`config.mk`:
```
export PLATFORM = sky130hd
export DESIGN_NAME = tdc_merge_mc
export DESIGN_NICKNAME = d
export VERILOG_FILES = /design/src/rtl/tdc_merge_pkg.sv /design/src/rtl/tdc_merge_ch.sv /design/src/rtl/tdc_merge_mc.sv
export SDC_FILE = /design/constraint.sdc
export NUM_CORES = 1
export LEC_CHECK = 0
export ABC_AREA = 1
export CAP_MARGIN = 15
export CORE_UTILIZATION = 40
export DETAILED_ROUTE_END_ITERATION = 12
export PLACE_DENSITY = 0.64
export REMOVE_ABC_BUFFERS = 1
export SYNTH_ARGS = -nofsm -noshare
export SYNTH_HDL_FRONTEND = slang
export SYNTH_HIERARCHICAL = 1
export SYNTH_SLANG_ARGS = --single-unit
```
`constraint.sdc`:
```
create_clock -name clk -period 2.8 [get_ports clk]
set_clock_uncertainty 0.2 [all_clocks]
set_input_delay 0.56 -clock clk [delete_from_list [all_inputs] [get_ports clk]]
set_output_delay 0.56 -clock clk [all_outputs]
set_load 0.05 [all_outputs]
```
`src/rtl/tdc_merge_pkg.sv`:
```
// Shared state encoding, output-word geometry and field offsets for the TDC merger.
// Optional timestamp field is compiled in with TDC_MERGE_TS_EN.
package tdc_merge_pkg;

    typedef enum logic [1:0] {
        ST_IDLE   = 2'd0,
        ST_SETTLE = 2'd1,
        ST_PEND   = 2'd2,
        ST_DONE   = 2'd3
    } ch_state_e;

`ifdef TDC_MERGE_TS_EN
    localparam bit TS_EN = 1'b1;
`else
    localparam bit TS_EN = 1'b0;
`endif

    // Code fields inside a channel capture, in units of DEC_W from the LSB.
    localparam int FLD_FALL      = 0;
    localparam int FLD_START     = 1;
    localparam int FLD_COARSE    = 2;
    localparam int NUM_CODE_FLDS = 3;

    localparam int SETTLE_CNT_W  = 8;

    function automatic int ch_w(input int nch);
        return (nch <= 1) ? 1 : $clog2(nch);
    endfunction

    function automatic int code_w(input int dec_w);
        return NUM_CODE_FLDS * dec_w;
    endfunction

    function automatic int fld_lsb(input int fld, input int dec_w);
        return fld * dec_w;
    endfunction

    function automatic int ts_w_eff(input int ts_w);
        return TS_EN ? ts_w : 0;
    endfunction

    function automatic int ch_lsb(input int dec_w, input int ts_w);
        return code_w(dec_w) + ts_w_eff(ts_w);
    endfunction

    function automatic int out_w(input int nch, input int dec_w, input int ts_w);
        return ch_lsb(dec_w, ts_w) + ch_w(nch);
    endfunction

endpackage

```
`src/rtl/tdc_merge_ch.sv`:
```
// One TDC channel: hit synchronizer + edge detect, settle/capture FSM, sticky overflow.
// With TDC_MERGE_TS_EN the shared timestamp is captured alongside the codes.
module tdc_merge_ch
    import tdc_merge_pkg::*;
#(
    parameter int DEC_W      = 6,
`ifdef TDC_MERGE_TS_EN
    parameter int TS_W       = 16,
`endif
    parameter int SETTLE_CYC = 4
) (
    input  logic                 clk,
    input  logic                 rst,
    input  logic                 hit,
    input  logic [DEC_W-1:0]     fall_code,
    input  logic [DEC_W-1:0]     start_code,
    input  logic [DEC_W-1:0]     coarse_code,
`ifdef TDC_MERGE_TS_EN
    input  logic [TS_W-1:0]      ts,
    output logic [TS_W-1:0]      cap_ts,
`endif
    input  logic                 gnt,
    input  logic                 clr_ovf,
    output logic                 req,
    output logic [3*DEC_W-1:0]   cap_code,
    output logic                 done,
    output logic                 ovf
);

    localparam logic [SETTLE_CNT_W-1:0] CNT_LAST = SETTLE_CNT_W'(SETTLE_CYC - 1);

    logic [2:0]               sync_q, sync_d;
    ch_state_e                state_q, state_d;
    logic [SETTLE_CNT_W-1:0]  cnt_q, cnt_d;
    logic [3*DEC_W-1:0]       cap_q, cap_d;
    logic                     done_q, done_d;
    logic                     ovf_q, ovf_d;
    logic                     hit_ev;
`ifdef TDC_MERGE_TS_EN
    logic [TS_W-1:0]          ts_cap_q, ts_cap_d;
`endif

    always_comb begin
        // sync_q[0..1] is the two-stage synchronizer, sync_q[2] the edge history.
        sync_d  = {sync_q[1:0], hit};
        hit_ev  = sync_q[1] & ~sync_q[2];
        state_d = state_q;
        cnt_d   = cnt_q;
        cap_d   = cap_q;
        done_d  = 1'b0;
`ifdef TDC_MERGE_TS_EN
        ts_cap_d = ts_cap_q;
`endif
        case (state_q)
            ST_IDLE: begin
                if (hit_ev) begin
                    state_d = ST_SETTLE;
                    cnt_d   = '0;
                end
            end
            ST_SETTLE: begin
                if (cnt_q == CNT_LAST) begin
                    cap_d[fld_lsb(FLD_FALL, DEC_W)   +: DEC_W] = fall_code;
                    cap_d[fld_lsb(FLD_START, DEC_W)  +: DEC_W] = start_code;
                    cap_d[fld_lsb(FLD_COARSE, DEC_W) +: DEC_W] = coarse_code;
`ifdef TDC_MERGE_TS_EN
                    ts_cap_d = ts;
`endif
                    state_d = ST_PEND;
                end else begin
                    cnt_d = cnt_q + SETTLE_CNT_W'(1);
                end
            end
            ST_PEND: begin
                if (gnt) begin
                    state_d = ST_DONE;
                    done_d  = 1'b1;
                end
            end
            ST_DONE: state_d = ST_IDLE;
            default: state_d = ST_IDLE;
        endcase

        // A hit arriving while busy is dropped; recording it beats a clear.
        if (hit_ev && (state_q != ST_IDLE)) begin
            ovf_d = 1'b1;
        end else if (clr_ovf) begin
            ovf_d = 1'b0;
        end else begin
            ovf_d = ovf_q;
        end
    end

    always_ff @(posedge clk or posedge rst) begin
        if (rst) begin
            sync_q   <= '0;
            state_q  <= ST_IDLE;
            cnt_q    <= '0;
            cap_q    <= '0;
            done_q   <= 1'b0;
            ovf_q    <= 1'b0;
`ifdef TDC_MERGE_TS_EN
            ts_cap_q <= '0;
`endif
        end else begin
            sync_q   <= sync_d;
            state_q  <= state_d;
            cnt_q    <= cnt_d;
            cap_q    <= cap_d;
            done_q   <= done_d;
            ovf_q    <= ovf_d;
`ifdef TDC_MERGE_TS_EN
            ts_cap_q <= ts_cap_d;
`endif
        end
    end

    assign req      = (state_q == ST_PEND);
    assign cap_code = cap_q;
    assign done     = done_q;
    assign ovf      = ovf_q;
`ifdef TDC_MERGE_TS_EN
    assign cap_ts   = ts_cap_q;
`endif

endmodule

```
`src/rtl/tdc_merge_mc.sv`:
```
// Multi-channel TDC merger: NCH channel front-ends, round-robin arbiter and one output register.
// Defining TDC_MERGE_TS_EN adds a free-running timestamp field after ch_id.
module tdc_merge_mc
    import tdc_merge_pkg::*;
#(
    parameter int NCH        = 4,
    parameter int DEC_W      = 6,
    parameter int SETTLE_CYC = 4,
    parameter int TS_W       = 16
) (
    input  logic                                   clk,
    input  logic                                   rst,
    input  logic [NCH-1:0]                         hit,
    input  logic [NCH*DEC_W-1:0]                   fall_code,
    input  logic [NCH*DEC_W-1:0]                   start_code,
    input  logic [NCH*DEC_W-1:0]                   coarse_code,
    output logic [out_w(NCH, DEC_W, TS_W)-1:0]     m_data,
    output logic                                   m_valid,
    input  logic                                   m_ready,
    output logic [NCH-1:0]                         done,
    output logic [NCH-1:0]                         ovf,
    input  logic                                   clr_ovf
);

    localparam int CH_W   = ch_w(NCH);
    localparam int OUT_W  = out_w(NCH, DEC_W, TS_W);
    localparam int CODE_W = code_w(DEC_W);
    localparam int CH_LSB = ch_lsb(DEC_W, TS_W);

    logic [NCH-1:0]     req;
    logic [NCH-1:0]     gnt;
    logic [CODE_W-1:0]  cap_code [NCH];
    logic               gnt_any;
    logic [CH_W-1:0]    gnt_idx;
    logic               out_en;

    logic [CH_W-1:0]    ptr_q, ptr_d;
    logic [OUT_W-1:0]   m_data_q, m_data_d;
    logic               m_valid_q, m_valid_d;

`ifdef TDC_MERGE_TS_EN
    logic [TS_W-1:0]    ts_q, ts_d;
    logic [TS_W-1:0]    cap_ts [NCH];

    assign ts_d = ts_q + TS_W'(1);

    always_ff @(posedge clk or posedge rst) begin
        if (rst) ts_q <= '0;
        else     ts_q <= ts_d;
    end
`endif

    for (genvar i = 0; i < NCH; i++) begin : g_ch
        tdc_merge_ch #(
            .DEC_W      (DEC_W),
`ifdef TDC_MERGE_TS_EN
            .TS_W       (TS_W),
`endif
            .SETTLE_CYC (SETTLE_CYC)
        ) u_ch (
            .clk         (clk),
            .rst         (rst),
            .hit         (hit[i]),
            .fall_code   (fall_code[i*DEC_W +: DEC_W]),
            .start_code  (start_code[i*DEC_W +: DEC_W]),
            .coarse_code (coarse_code[i*DEC_W +: DEC_W]),
`ifdef TDC_MERGE_TS_EN
            .ts          (ts_q),
            .cap_ts      (cap_ts[i]),
`endif
            .gnt         (gnt[i]),
            .clr_ovf     (clr_ovf),
            .req         (req[i]),
            .cap_code    (cap_code[i]),
            .done        (done[i]),
            .ovf         (ovf[i])
        );
    end

    function automatic logic [CH_W-1:0] rr_idx(input logic [CH_W-1:0] base, input int off);
        int s;
        s = off + int'(base);
        if (s >= NCH) s = s - NCH;
        return CH_W'(s);
    endfunction

    // Search starts one past the last grant so every pending channel is reached within NCH grants.
    always_comb begin
        gnt_any = 1'b0;
        gnt_idx = ptr_q;
        for (int off = 1; off <= NCH; off++) begin
            if (!gnt_any && req[rr_idx(ptr_q, off)]) begin
                gnt_any = 1'b1;
                gnt_idx = rr_idx(ptr_q, off);
            end
        end
    end

    assign out_en = !m_valid_q || m_ready;
    assign gnt    = (out_en && gnt_any) ? (NCH'(1) << gnt_idx) : '0;

    always_comb begin
        ptr_d     = ptr_q;
        m_data_d  = m_data_q;
        m_valid_d = m_valid_q;
        if (m_valid_q && m_ready) begin
            m_valid_d = 1'b0;
        end
        if (out_en && gnt_any) begin
            m_valid_d = 1'b1;
            ptr_d     = gnt_idx;
            m_data_d  = '0;
            m_data_d[CH_LSB +: CH_W] = gnt_idx;
            m_data_d[0 +: CODE_W]    = cap_code[gnt_idx];
`ifdef TDC_MERGE_TS_EN
            m_data_d[CODE_W +: TS_W] = cap_ts[gnt_idx];
`endif
        end
    end

    always_ff @(posedge clk or posedge rst) begin
        if (rst) begin
            ptr_q     <= CH_W'(NCH - 1);
            m_data_q  <= '0;
            m_valid_q <= 1'b0;
        end else begin
            ptr_q     <= ptr_d;
            m_data_q  <= m_data_d;
            m_valid_q <= m_valid_d;
        end
    end

    assign m_data  = m_data_q;
    assign m_valid = m_valid_q;

endmodule

```
Word-level counts from Yosys, hierarchy flattened
Cells that the tools add are included.
W data, S select, Z words.

cells by class
  add/sub/neg operators = 12
  magnitude comparators = 9
  equal/unequal tests = 32
  shifts and indexed selects = 1
  multiplexer cells = 67
  bitwise gates (word level) = 9
  reductions and logical operators = 43

operator list
  kind                   count
  $mux W8                8
  $pmux W8 S2            4
  $mux W2                20
  $bmux W18 S2           1
  $mux W18               2
  $add A8 B1 Y8 const B  4
  $eq A8 B2 Y1 const B   4
  $pmux W2 S4            4
  $reduce_bool A2 Y1     13
  $reduce_and A3 Y1      8
  $mux W1                23
  $eq A2 B2 Y1 const B   8
  $ne A2 B1 Y1 const B   8
  $ne A2 B2 Y1 const B   8
  $ge A3 B3 Y1 const B   4
  $lt A2 B3 Y1 const B   4
  $logic_and A1 B1 Y1    9
  $bmux W1 S2            4
  $eq A2 B1 Y1 const B   4
  $logic_not A2 Y1       4
  $reduce_and A2 Y1      4
  $sub A2 B1 Y2 const B  4
  $add A2 B2 Y3 const A  2
  $add A3 B2 Y4 const A  1
  other kinds (9)        18

word-level totals
  register bits after elaboration = 155
  bits of input ports = 80
  output and inout bits = 29
  logic and storage cells = 200

Logic depth before layout (Yosys ltp)
  depth after elaboration = 19
  gate-level depth with buffers = 18
  mapped depth without buffers = 17

Hierarchy
Netlist, hierarchy kept.

modules (own cells, without submodules)
  module        instances  cells an instance  area each (µm²)  seq. area each (µm²)
  tdc_merge_ch  4          184                1587.8           825.8
  tdc_merge_mc  1          331                1983.2           578.1

Worst setup path before layout
Ideal clock, no wire load.

  path kind = register -> register
  start = register g_ch[0].u_ch.state_q[0]
  end = register g_ch[1].u_ch.state_q[1]
  library setup time = 117 ps
  arrival = 1988 ps
  required time = 2483 ps
  path slack = 495 ps
  stages on the path, launching flop included = 19
  path buffers = 1
  clock period less this slack = 2305 ps
  cells stage by stage = dfrtp_1 -> inv_1 -> ha_1 -> nand2_1 -> nand2_1 -> nand2_1 -> nand2_2 -> inv_4 -> nand2_4 -> nand2_4 -> nand2_4 -> buf_6 -> nand2_1 -> nor2_1 -> inv_1 -> nand2_1 -> nand3_1 -> nand2_1 -> nand2_1

on the way
  word-level cells in the longest chain between the ends = 17
  elaborated cells on any way between the ends = 28
  classes of those cells = 2 x eq/ne; 1 x shift; 17 x mux; 8 x reduce/logical

ends and longest elaborated chain
  element                                                      RTL line             source
  from (decl)                                                  tdc_merge_ch.sv:33   ch_state_e state_q, state_d;
  from (signal assigned)                                       tdc_merge_ch.sv:107  state_q <= state_d;
  $eq A2 B2 Y1 (*)                                             tdc_merge_ch.sv:118  assign req = (state_q == ST_PEND);
  net req[0]                                                   tdc_merge_mc.sv:30   logic [NCH-1:0] req;
  $bmux W1 S2                                                  tdc_merge_mc.sv:92   if (!gnt_any && req[rr_idx(ptr_q, off)]) begin
  $mux W1 (not written as such)                                tdc_merge_mc.sv:92
  $mux W1                                                      tdc_merge_mc.sv:92
  $logic_not A1 Y1                                             tdc_merge_mc.sv:92
  $logic_and A1 B1 Y1                                          tdc_merge_mc.sv:92
  $mux W1                                                      tdc_merge_mc.sv:92
  (+3 left out)                                                --
  $logic_not A1 Y1                                             tdc_merge_mc.sv:92
  $logic_and A1 B1 Y1                                          tdc_merge_mc.sv:92
  $mux W2 / $mux W1 (equally long branches)                    tdc_merge_mc.sv:92
  $shl A1 B2 Y4 / $logic_and A1 B1 Y1 (equally long branches)  tdc_merge_mc.sv:100  assign gnt = (out_en && gnt_any) ? (NCH'(1) << gnt_idx) : '0;
  $mux W4 (*)                                                  tdc_merge_mc.sv:100
  net gnt[1]                                                   tdc_merge_mc.sv:31   logic [NCH-1:0] gnt;
  $ne A2 B2 Y1 (no source line) (*)                            --
  $reduce_and A3 Y1 (no source line) (*)                       --
  to (signal assigned)                                         tdc_merge_ch.sv:107
  to (decl)                                                    tdc_merge_ch.sv:33

Mark *: on every way through the listed nets, which the timed path passes. The rest lies on a longest branch. The select of a mux whose other input is x is not followed.
A chain may end at the register's enable or synchronous reset.

Final worst setup path
  start = register ptr_q[0]
  end = register g_ch[1].u_ch.state_q[0]

on the way
  word-level cells in the longest chain between the ends = 19
  elaborated cells on any way between the ends = 43
  classes of those cells = 8 x add/sub; 4 x order compare; 1 x eq/ne; 1 x shift; 21 x mux; 8 x reduce/logical

ends and longest elaborated chain
  element                                                      RTL line             source
  from (decl)                                                  tdc_merge_mc.sv:37   logic [CH_W-1:0] ptr_q, ptr_d;
  from (signal assigned)                                       tdc_merge_mc.sv:123  ptr_q <= CH_W'(NCH - 1);
  from (signal assigned)                                       tdc_merge_mc.sv:127  ptr_q <= ptr_d;
  $add A1 B2 Y3                                                tdc_merge_mc.sv:82   s = off + int'(base);
  $ge A3 B3 Y1 / $sub A2 B1 Y2 (equally long branches)         tdc_merge_mc.sv:83   if (s >= NCH) s = s - NCH;
  $mux W2                                                      tdc_merge_mc.sv:83
  $bmux W1 S2                                                  tdc_merge_mc.sv:92
  $mux W1 (not written as such)                                tdc_merge_mc.sv:92
  $mux W1                                                      tdc_merge_mc.sv:92
  $logic_not A1 Y1                                             tdc_merge_mc.sv:92
  $logic_and A1 B1 Y1                                          tdc_merge_mc.sv:92
  (+4 left out)                                                --
  $logic_not A1 Y1                                             tdc_merge_mc.sv:92
  $logic_and A1 B1 Y1                                          tdc_merge_mc.sv:92
  $mux W2 / $mux W1 (equally long branches)                    tdc_merge_mc.sv:92
  $shl A1 B2 Y4 / $logic_and A1 B1 Y1 (equally long branches)  tdc_merge_mc.sv:100
  $mux W4 (*)                                                  tdc_merge_mc.sv:100
  net gnt[1]                                                   tdc_merge_mc.sv:31
  $ne A2 B2 Y1 (no source line) (*)                            --
  $reduce_and A3 Y1 (no source line) (*)                       --

Marks and branches as above.

==> metrics.txt <==
status=completed; register area=3880 um^2; DR vias=7188; fin util=50.2%; n_diodes=0; TNS Setup=0 ns; power per cell area=1260 nW/um^2; area leader, netlist=dfrtp_1; Worst IR Drop VDD=739 uV; Die Ht=146 um; critical path required time=2.92 ns; drt first pass iters=6; Worst Hold Class=register to register; drt total wl=20500 um; crit path max fanout=19; dpl hpwl=15200 um; FMAX=391 MHz; CTS tree=built; unrepaired setup endpoints after global routing=no; clock period minus worst slack=2.56 ns; clk sinks=155; global-route wire length before repair=34500 um; worst path arrival time=2.68 ns; fin nets=1270; mapped cell area=8330 um^2; die width=146 um; die area=21400 um^2; Avg Cell Area, Syn=7.81 um^2; Hold Buf Count CTS=0; ys flop type=dfrtp_1; yosys warns=6; Leakage=5.17 nW; largest net degree at the start of global routing=34; grt ovf=0; headroom to the max-slew limit=65.1%; core area=20300 um^2; Hold Path Depth=0; asr flop ratio synth=100%; CTS max path bufs=2; Hold Vio Cnt, Final=0; via/cell ratio=4.95; Post-CTS Setup Repair Bufs=0; clock latency on the worst-skew pair=0.43 ns; initial antenna violation count=0; Starting Density=41.1%; H-tree levels=4; Cells after Synth=1067; Yosys top cell area share=45.9%; number of flops mapped to enable cells by yosys=0; R2R depth=15; post-CTS sizing=0; Worst Tran Pin Value=0.523 ns; Fillers=1946; sequential cell area fraction in the yosys report=46.6%; Inserted Clock Buffers=17; Reg clk slew, reported paths=0.06 ns; CP startpoint kind=register; DR WL/cell=14.1 um; # DRC=0; vias in the first global route=6987; final slew viol count=0; Setup CP Type=register to register; gpl congestion=0.860; synth unique cells=28; Total GRT Usage=20.5%; Hold WS=0.148 ns; port bufs=108; root buffer cell=clkbuf_16; row cnt=52; IO Count=109; Multi-input gate area=3800 um^2; Final setup viols=0; Worst Setup End Kind=register; Tcrit/Tclk final=91.3%; Synth area leaders=dfrtp_1, nand2_1, nand3_1; Routed Antenna Nets=0; Area Growth Syn to Fin=22.4%; Max-Cap Viols=0; synthesized flop and latch total=155; 1st-iter DRT viols=433; fraction of layout cells with a size suffix above 1=10.3%
[report_power, final]
group          switching, mW  internal, mW
sequential             0.587          3.11
clock                  0.941          1.23
combinational           4.76          2.27
total                   6.29          6.61
[logic make-up (layout without fill, tap and decap cells)]
kind of cell / after synthesis / count (layout) / synth area share (%)
AOI/OAI and AO/OA: 36 / 36 / 2.88
xor gates and xnor gates: 8 / 8 / 0.841
adders and majority gates: 20 / 20 / 3.00
buffers and inverters: 146 / 262 / 7.93
DFF: 155 / 155 / 46.6
and+or+nand+nor: 702 / 702 / 38.8
[cells in the mapped netlist (9+ instances only)]
cell type / n
buf_2: 15
buf_4: 9
dfrtp_1: 153
ha_1: 20
inv_1: 91
inv_2: 14
nand2_1: 418
nand2_2: 13
nand2_4: 10
nand3_1: 201
nand4_1: 9
nor2_1: 20
nor2_4: 12
o21ai_0: 9
o21ai_2: 12
[worst paths after layout]
path / from / slack (ns) / to
max: ptr_q[0] / 0.24 / g_ch[1].u_ch/state_q[0]
min: g_ch[1].u_ch/sync_q[0] / 0.15 / g_ch[1].u_ch/sync_q[1]
max reg2reg: ptr_q[0] / 0.24 / g_ch[1].u_ch/state_q[0]
min reg2reg: g_ch[1].u_ch/sync_q[0] / 0.15 / g_ch[1].u_ch/sync_q[1]
max in group asynchronous: rst / 1.36 / ptr_q[0]
min in group asynchronous: rst / 0.39 / g_ch[1].u_ch/cap_code[12]
[area by class of cell]
type,instances,share of cell area [%]
clock buffer,20,4.28
clock inverter,12,1.14
inverter,107,4.04
multi-input combinational,766,37.2
sequential,155,38.1
tap,270,3.31
timing repair buffer,123,11.9
[registers in the layout, indices dropped and copies added (netlist names)]
name and count:
g_ch.u_ch/cap_code 72, g_ch.u_ch/cnt_q 32, m_data 20, ptr_q 2, g_ch.u_ch/done 4, g_ch.u_ch/state_q 8, g_ch.u_ch/ovf 4, g_ch.u_ch/sync_q 12
m_valid 1
[per-layer routing]
layer / vias up / share of wire, % / global-route usage [%]
met2: 156 / 47 / 33.3
met3: 28 / 4.2 / 3.72
met4: 0 / 1.6 / 6.04
met1: 3403 / 47 / 27.9
li1: 3601 / - / -
met5: - / 0 / 0
[cell usage in the layout, fill, tap and decap left out, drive strengths merged, types with 9 or more instances in the layout]
cell           count
buf               15
clkbuf            20
clkdlybuf4s50    108
dfrtp            153
ha                20
inv              109
nand2            441
nand3            207
nand4              9
nor2              33
o21ai             28
[critical path: stages (launching register included)]
cell and delay, ns:
dfstp_2 0.70, inv_6 0.09, nand2_1 0.07, nand2_1 0.08, nand2_1 0.12, nand2_2 0.08
nand2_4 0.10, nand3_4 0.20, nand2_4 0.14, nand2_1 0.11, nor2_1 0.15, inv_1 0.05
nand2_1 0.09, nand3_1 0.11, nand2_1 0.08, nand2_1 0.05
[stage by stage]
stage	instance area, um^2	power [mW]	cells	worst slack [ns]
6_report	10200	12.9	1453	0.242
5_1_grt	10200	14.0	1453	0.0112
4_1_cts	10200	12.9	1453	0.262
3_5_place_dp	9640	10.7	1421	0.275
3_3_place_gp	9640	10.6	1421	0.321
2_1_floorplan	8080	8.43	1028	0.127
No activity file was read; power rests on OpenSTA's default activity.
